$ cat src/rtl/uart_tx_arbiter.sv
// Round-robin arbiter sharing one UART transmitter among NUM_REQ byte requesters,
// with a per-frame watchdog that aborts a frame whose done pulse never arrives.
//
//   state | meaning
//   IDLE  | no frame in flight; pick next requester round-robin
//   LOAD  | byte latched; raise tx_start for one cycle, clear timer
//   WAIT  | frame on the wire; wait for tx_done or watchdog expiry
module uart_tx_arbiter #(
  parameter  int NUM_REQ     = 4,
  parameter  int DATA_W      = 8,
  parameter  int TIMEOUT_CYC = 200000,
  localparam int GW          = $clog2(NUM_REQ)
) (
  input  logic                      clk,
  input  logic                      rst,
  input  logic [NUM_REQ-1:0]        req,
  input  logic [NUM_REQ*DATA_W-1:0] req_data,
  output logic [NUM_REQ-1:0]        ack,
  output logic [NUM_REQ-1:0]        err,
  output logic [DATA_W-1:0]         tx_data,
  output logic                      tx_start,
  input  logic                      tx_done,
  output logic                      busy,
  output logic [GW-1:0]             grant_id
);

  localparam int TW = $clog2(TIMEOUT_CYC);
  localparam logic [TW-1:0] TIMER_TERM = TW'(TIMEOUT_CYC - 1);

  typedef enum logic [1:0] {
    ST_IDLE = 2'd0,
    ST_LOAD = 2'd1,
    ST_WAIT = 2'd2
  } state_t;

  state_t              r_state;
  logic [GW-1:0]       r_rr_ptr;
  logic [GW-1:0]       r_grant_id;
  logic [DATA_W-1:0]   r_tx_data;
  logic                r_tx_start;
  logic [NUM_REQ-1:0]  r_ack;
  logic [NUM_REQ-1:0]  r_err;
  logic [TW-1:0]       r_timer;

  logic                w_found;
  logic [GW-1:0]       w_winner;
  logic [GW-1:0]       w_idx;
  logic [DATA_W-1:0]   w_win_data;
  logic [NUM_REQ-1:0]  w_grant_oh;

  // Scan starts just past the last completed requester so it ranks lowest.
  always_comb begin
    w_found  = 1'b0;
    w_winner = '0;
    w_idx    = '0;
    for (int i = 1; i <= NUM_REQ; i++) begin
      w_idx = GW'((int'(r_rr_ptr) + i) % NUM_REQ);
      if (!w_found && req[w_idx]) begin
        w_found  = 1'b1;
        w_winner = w_idx;
      end
    end
  end

  assign w_win_data = req_data[int'(w_winner)*DATA_W +: DATA_W];
  assign w_grant_oh = {{(NUM_REQ-1){1'b0}}, 1'b1} << r_grant_id;

  always_ff @(posedge clk or negedge rst) begin
    if (!rst) begin
      r_state    <= ST_IDLE;
      r_rr_ptr   <= GW'(NUM_REQ - 1);
      r_grant_id <= '0;
      r_tx_data  <= '0;
      r_tx_start <= 1'b0;
      r_ack      <= '0;
      r_err      <= '0;
      r_timer    <= '0;
    end else begin
      r_tx_start <= 1'b0;
      r_ack      <= '0;
      r_err      <= '0;
      case (r_state)
        ST_IDLE: begin
          if (w_found) begin
            r_tx_data  <= w_win_data;
            r_grant_id <= w_winner;
            r_state    <= ST_LOAD;
          end
        end
        ST_LOAD: begin
          r_tx_start <= 1'b1;
          r_timer    <= '0;
          r_state    <= ST_WAIT;
        end
        ST_WAIT: begin
          // A done arriving on the terminal cycle still counts as success.
          if (tx_done) begin
            r_ack    <= w_grant_oh;
            r_rr_ptr <= r_grant_id;
            r_state  <= ST_IDLE;
          end else if (r_timer == TIMER_TERM) begin
            r_err    <= w_grant_oh;
            r_rr_ptr <= r_grant_id;
            r_state  <= ST_IDLE;
          end else begin
            r_timer <= r_timer + TW'(1);
          end
        end
        default: r_state <= ST_IDLE;
      endcase
    end
  end

  assign ack      = r_ack;
  assign err      = r_err;
  assign tx_data  = r_tx_data;
  assign tx_start = r_tx_start;
  assign busy     = (r_state != ST_IDLE);
  assign grant_id = r_grant_id;

endmodule

$ cat config.mk
export PLATFORM = sky130hd
export DESIGN_NAME = uart_tx_arbiter
export DESIGN_NICKNAME = d
export VERILOG_FILES = /design/src/rtl/uart_tx_arbiter.sv
export SDC_FILE = /design/constraint.sdc
export NUM_CORES = 1
export LEC_CHECK = 0
export ABC_AREA = 1
export BUFFER_PORTS_ARGS = -buffer_cell sky130_fd_sc_hd__buf_2
export CORE_UTILIZATION = 47
export DETAILED_ROUTE_END_ITERATION = 16
export PLACE_DENSITY_LB_ADDON = 0.25
export SKIP_LAST_GASP = 1
export SLEW_MARGIN = 20
export SYNTH_ARGS = -nofsm -noshare
export SYNTH_HDL_FRONTEND = slang
export SYNTH_SLANG_ARGS = --single-unit
$ cat constraint.sdc
create_clock -name clk -period 2 [get_ports clk]
set_input_delay 0.2 -clock clk [delete_from_list [all_inputs] [get_ports clk]]
set_output_delay 0.2 -clock clk [all_outputs]
set_load 0.01 [all_outputs]
Yosys cells after proc, flatten, opt, wreduce, memory -nomap -nowiden
Cells that the tools add are included.

word-level totals
  register bits = 41

operators by class
  shift operators = 2
  reductions and logical operators = 14
  order comparisons = 4
  equal/unequal tests = 7
  mux-type cells = 31
  add/subtract/negate cells = 5

operators with widths
  kind                                                                   number
  18-bit two-way mux                                                     2
  18-bit case mux with 2 select lines                                    1
  32-bit by 6-bit variable part select with 8-bit output                 1
  4-bit two-way mux                                                      5
  18-bit by 1-bit adder with 18-bit output, second input constant        1
  18-bit equality test, second input constant                            1
  2-bit two-way mux                                                      9
  2-bit by 3-bit < comparator with 1-bit output, second input constant   4
  1-bit two-way mux                                                      9
  1-bit binary-select mux with 2-bit select                              4
  2-bit != test, second input constant                                   3
  2-bit case mux with 3 select lines                                     1
  2-bit AND reduction                                                    3
  2-bit nonzero test                                                     3
  2-bit by 1-bit adder with 2-bit output, second input constant          2
  2-bit adder, second input constant                                     2
  1-bit by 2-bit left shift with 4-bit output, first input constant      1
  1-bit logical AND                                                      3
  1-bit logical NOT                                                      3
  3-bit != test, second input constant                                   1
  3-bit AND reduction                                                    1
  2-bit by 1-bit equality test with 1-bit output, second input constant  1
  2-bit equality test, second input constant                             1
  2-bit logical NOT                                                      1

Logic depth before layout (Yosys ltp)
  depth in word-level cells = 15
  gate-level depth with buffers = 17
  depth with buffers taken out = 15

Worst setup path before layout
No wires, ideal clock.

  kind = flip-flop to flip-flop
  start point = reg r_rr_ptr[1]
  end point = reg r_tx_data[7], in the netlist tx_data[7]
  data arrival time = 1691 ps
  slack = 191 ps
  library setup time = 117 ps
  clock period less this slack = 1809 ps
  stages on the path, launching flop included = 16
  buffers on the path = 2
  data required time = 1883 ps
  cells stage by stage = dfstp_2 -> buf_4 -> inv_4 -> nand2_2 -> nand2_2 -> nand2_4 -> nand2_4 -> nor2_4 -> nand3_4 -> nand2_4 -> nand2_4 -> buf_12 -> nand2_1 -> nand3_1 -> nand3_1 -> nand2_1

on the way
  word-level cells in the longest chain between the ends = 14

RTL lines
  element                                                                                               line  source
  start: declaration                                                                                    37    logic [GW-1:0] r_rr_ptr;
  start signal: assignment                                                                              71    r_rr_ptr <= GW'(NUM_REQ - 1);
  start signal: assignment                                                                              99    r_rr_ptr <= r_grant_id;
  start signal: assignment                                                                              103   r_rr_ptr <= r_grant_id;
  2-bit by 1-bit adder with 2-bit output                                                                57    w_idx = GW'((int'(r_rr_ptr) + i) % NUM_REQ);
  1-bit binary-select mux with 2-bit select                                                             58    if (!w_found && req[w_idx]) begin
  1-bit two-way mux (implied by the code)                                                               58
  1-bit two-way mux                                                                                     58
  1-bit logical NOT                                                                                     58
  1-bit logical AND                                                                                     58
  1-bit two-way mux                                                                                     58
  1-bit logical NOT                                                                                     58
  1-bit logical AND                                                                                     58
  1-bit two-way mux                                                                                     58
  1-bit logical NOT                                                                                     58
  1-bit logical AND                                                                                     58
  2-bit two-way mux / 1-bit two-way mux (equally long branches)                                         58
  32-bit by 6-bit variable part select with 8-bit output / 2-bit AND reduction (equally long branches)  n/a
  end signal: assignment                                                                                85    r_tx_data <= w_win_data;
  end: declaration                                                                                      39    logic [DATA_W-1:0] r_tx_data;

Parallel ways exist; a longest one is shown, timed or not. The select of a mux whose other input is x is not followed.
A chain may end at the register's enable or synchronous reset.

Final worst setup path
  start point = reg r_rr_ptr[0]
  end point = reg r_tx_data[3], in the netlist tx_data[3]

Same word-level chain as after synthesis.

==> results.sh <==
export IMPL_coreArea_um2=5240
export IMPL_ant_nets=0
export IMPL_via_per_inst=5.21
export IMPL_wl_per_cell_um=12.8
export IMPL_violations="negative setup slack"
export IMPL_overflow=0
export IMPL_synth_compound_area_frac=0.0532
export IMPL_final_setup_viol_count=7
export IMPL_ys_flop_type="dfrtp_1"
export IMPL_clock_sinks=41
export IMPL_layout_cells_non_filler=534
export IMPL_worstMarginPinSlew_ps=360
export IMPL_root_buffer="clkbuf_8"
export IMPL_worstSetupPathType="reg -> reg"
export IMPL_synthToLayoutAreaGrowth_pct=33.0
export IMPL_grt_pass1_vias=2396
export IMPL_reg2reg_depth=16
export IMPL_crit_slowest_cell="dfstp_2"
export IMPL_fin_crit_sh=1.02
export IMPL_drt_iter0_drc=213
export IMPL_cp_slowest_stage_delay_ps=670
export IMPL_cp_max_fo=8
export IMPL_period_minus_slack_ps=2050
export IMPL_fmax_mhz=489
export IMPL_status="finished, violations left"
export IMPL_fin_util=0.669
export IMPL_clockBufferDepth=2
export IMPL_gp_congestion=0.859
export IMPL_drt_pass1_iterations=4
export IMPL_synth_area_um2=2640
export IMPL_cts_buffers=5
export IMPL_syn_inst=370
export IMPL_vias=2780
export IMPL_max_cap_violations=0
export IMPL_grt_max_degree=19
export IMPL_clock_latency_ps=290
export IMPL_setup_slack_ps=-45.9
export IMPL_reg2reg_slack_ps=-50
export IMPL_grt_pass1_wl_um=10300
export IMPL_powerDensity_nw_per_um2=1520
export IMPL_rr_endpoint="tx_data[3]$_DFFE_PN0P_"
export IMPL_crit_top_cell="nand2_4"
export IMPL_finalMaxSlewViolations=0
export IMPL_timing_slew_headroom=0.758
export IMPL_die_area_um2=5910
export IMPL_place_area_um2=3120
export IMPL_hold_class="in -> reg"
export IMPL_ys_seq_elements=41
export IMPL_cp_required_ps=2180
export IMPL_synth_top_family_by_area="simple AND/OR/NAND/NOR gates"
export IMPL_crit_path_end="tx_data[3]$_DFFE_PN0P_"
export IMPL_yosysWarnings=0
export IMPL_layout_commonest_cell="nand2_1"
export IMPL_power_mw=5.33
export IMPL_critPathLaunchType="flip-flop"
export IMPL_synthDistinctLibCells=33
export IMPL_synth_area_per_cell_um2=7.12
export IMPL_postSynth_asyncResetShare=1.00
export IMPL_final_cell_mix="93 x nand2_1, 58 x buf_2, 57 x inv_1, 47 x nand3_1, 39 x dfrtp_1"
export IMPL_synth_xor_area_frac=0.0133
export IMPL_place_hpwl_um=4640
export IMPL_ys_seq_area_frac=0.390
export IMPL_h_tree_depth=2
export IMPL_drive_above_1_share=0.328
export IMPL_grt_setup_unrepaired="yes"
export IMPL_initial_core_util=0.503
export IMPL_placed_cells=511
export IMPL_num_io_pins=59
export IMPL_drc=0
export IMPL_antenna_found_initial=0
export IMPL_end_kind="flip-flop"
export IMPL_crit_start="r_rr_ptr[0]$_DFFE_PN1P_"
export IMPL_path_cells="inv_8 > nand2_4 > nand2_4 > nand2_4 > nand2_4 > inv_2 > nand2_4 > nor2_4 > nand2_8 > nand2_8 > buf_8 > nand2_1 > nand3_1 > nand2_1 > nand2_1 > nand2_1"
export IMPL_die_h_um=76.9
export IMPL_fin_area_um2=3500
export IMPL_holdPathStages=5
export IMPL_clock_skew_ps=5.41
export IMPL_synth_simple_gate_area_frac=0.421
export IMPL_synth_edf_count=0
export IMPL_r2r_start="r_rr_ptr[0]$_DFFE_PN1P_"
export IMPL_numPortBuffers=58
export IMPL_synthAdderAreaFrac=0.00475
export IMPL_rows=26
export IMPL_nets=503
export IMPL_peakVddDrop_uv=895
export IMPL_track_usage=0.218
export IMPL_wl_um=6830
export IMPL_n_antenna_cell=0
export IMPL_hold_viol_final=0
export IMPL_cts_tree="done"
export IMPL_arrival_ps=2230
export IMPL_syn_nets=410
export IMPL_synthMuxAreaShare=0
export IMPL_fp_dieW_um=76.9
export IMPL_power_leakage_nw=1.84
export IMPL_clk_pin_slew_ps=70
-- sequential cells by signal, indices dropped and copies added (netlist names) --
signal,count
r_state,2
ack,4
r_rr_ptr,2
grant_id,2
tx_start,1
tx_data,8
err,4
r_timer,18
-- per-stage QoR --
stage / setup TNS, ps / worst slack [ps] / hold slack [ps]
3_5_place_dp: 0 / 25.9 / 108
4_1_cts: 0 / 23.6 / 230
5_1_grt: -1070 / -130 / 247
6_report: -182 / -45.9 / 242
2_1_floorplan: 0 / 191 / -95.6
3_3_place_gp: 0 / 64.2 / 106
-- report_power, final --
group	total (mW)	internal [mW]	switching, mW
Combinational	3.55	1.47	2.08
Clock	0.583	0.312	0.271
Sequential	1.20	1.03	0.165
Total	5.33	2.82	2.52
-- routing by layer --
metal | share of wire | up-vias | wire (µm) | track usage
li1 | - | 1364 | - | -
met1 | 0.44 | 1292 | 2970 | 0.286
met2 | 0.49 | 110 | 3320 | 0.374
met3 | 0.069 | 14 | 472 | 0.0429
met5 | 0 | - | 0 | 0
met4 | 0.0098 | 0 | 67 | 0.0404
-- critical path: cells and delay by family, from the launching register on --
family / cells / cell delay, ps
and+or+nand+nor: 13 / 970
DFF: 1 / 670
buffers and inverters: 3 / 280
-- repair_timing --
action,4_1_cts,5_1_grt
gates resized for setup,0,38
setup endpoints to repair,0,16
buffers inserted,0,12
hold buffers,1,0
hold endpoints to repair,8,0
-- final cells by class --
type / count / area [µm²]
well taps: 70 / 87.6
flip-flops and latches: 41 / 1030
clock buffers: 7 / 96.3
clock inverters: 1 / 5.00
fillers: 435 / 1730
inverters: 61 / 243
multi-input cells: 261 / 1420
repair buffers: 92 / 618
repair inverters: 1 / 5.00
-- cell families after synthesis --
group	after synthesis
DFF	41
xor gates and xnor gates	4
adders and majority gates	1
and+or+nand+nor	230
AOI/OAI and AO/OA	26
buffers and inverters	68
-- synthesized netlist by cell type, types with 2 or more instances --
cell type | instances | area share
buf_4 | 3 | 0.0085
nor4_1 | 4 | 0.0095
inv_1 | 58 | 0.083
dfstp_2 | 2 | 0.020
nand3_1 | 49 | 0.093
nor2_1 | 17 | 0.024
a21oi_1 | 2 | 0.0038
nand2_1 | 104 | 0.15
o21ai_0 | 14 | 0.027
buf_6 | 2 | 0.0085
nor3_1 | 16 | 0.030
xor2_1 | 4 | 0.013
nor2_4 | 2 | 0.0085
nand2_4 | 5 | 0.021
nand2_2 | 20 | 0.047
dfrtp_1 | 39 | 0.37
o21ai_1 | 6 | 0.011
nand4_1 | 8 | 0.019
-- worst min path at each step --
stage                                          to         start
final                      tx_data[7]$_DFFE_PN0P_  req_data[31]
after global routing       tx_data[7]$_DFFE_PN0P_  req_data[31]
after CTS                  tx_data[7]$_DFFE_PN0P_  req_data[31]
after detailed placement  grant_id[1]$_DFFE_PN0P_           rst
after global placement    grant_id[1]$_DFFE_PN0P_           rst
after floorplan                  ack[0]$_DFF_PN0_           rst
Note: power is estimated with default switching activity, not from simulation.
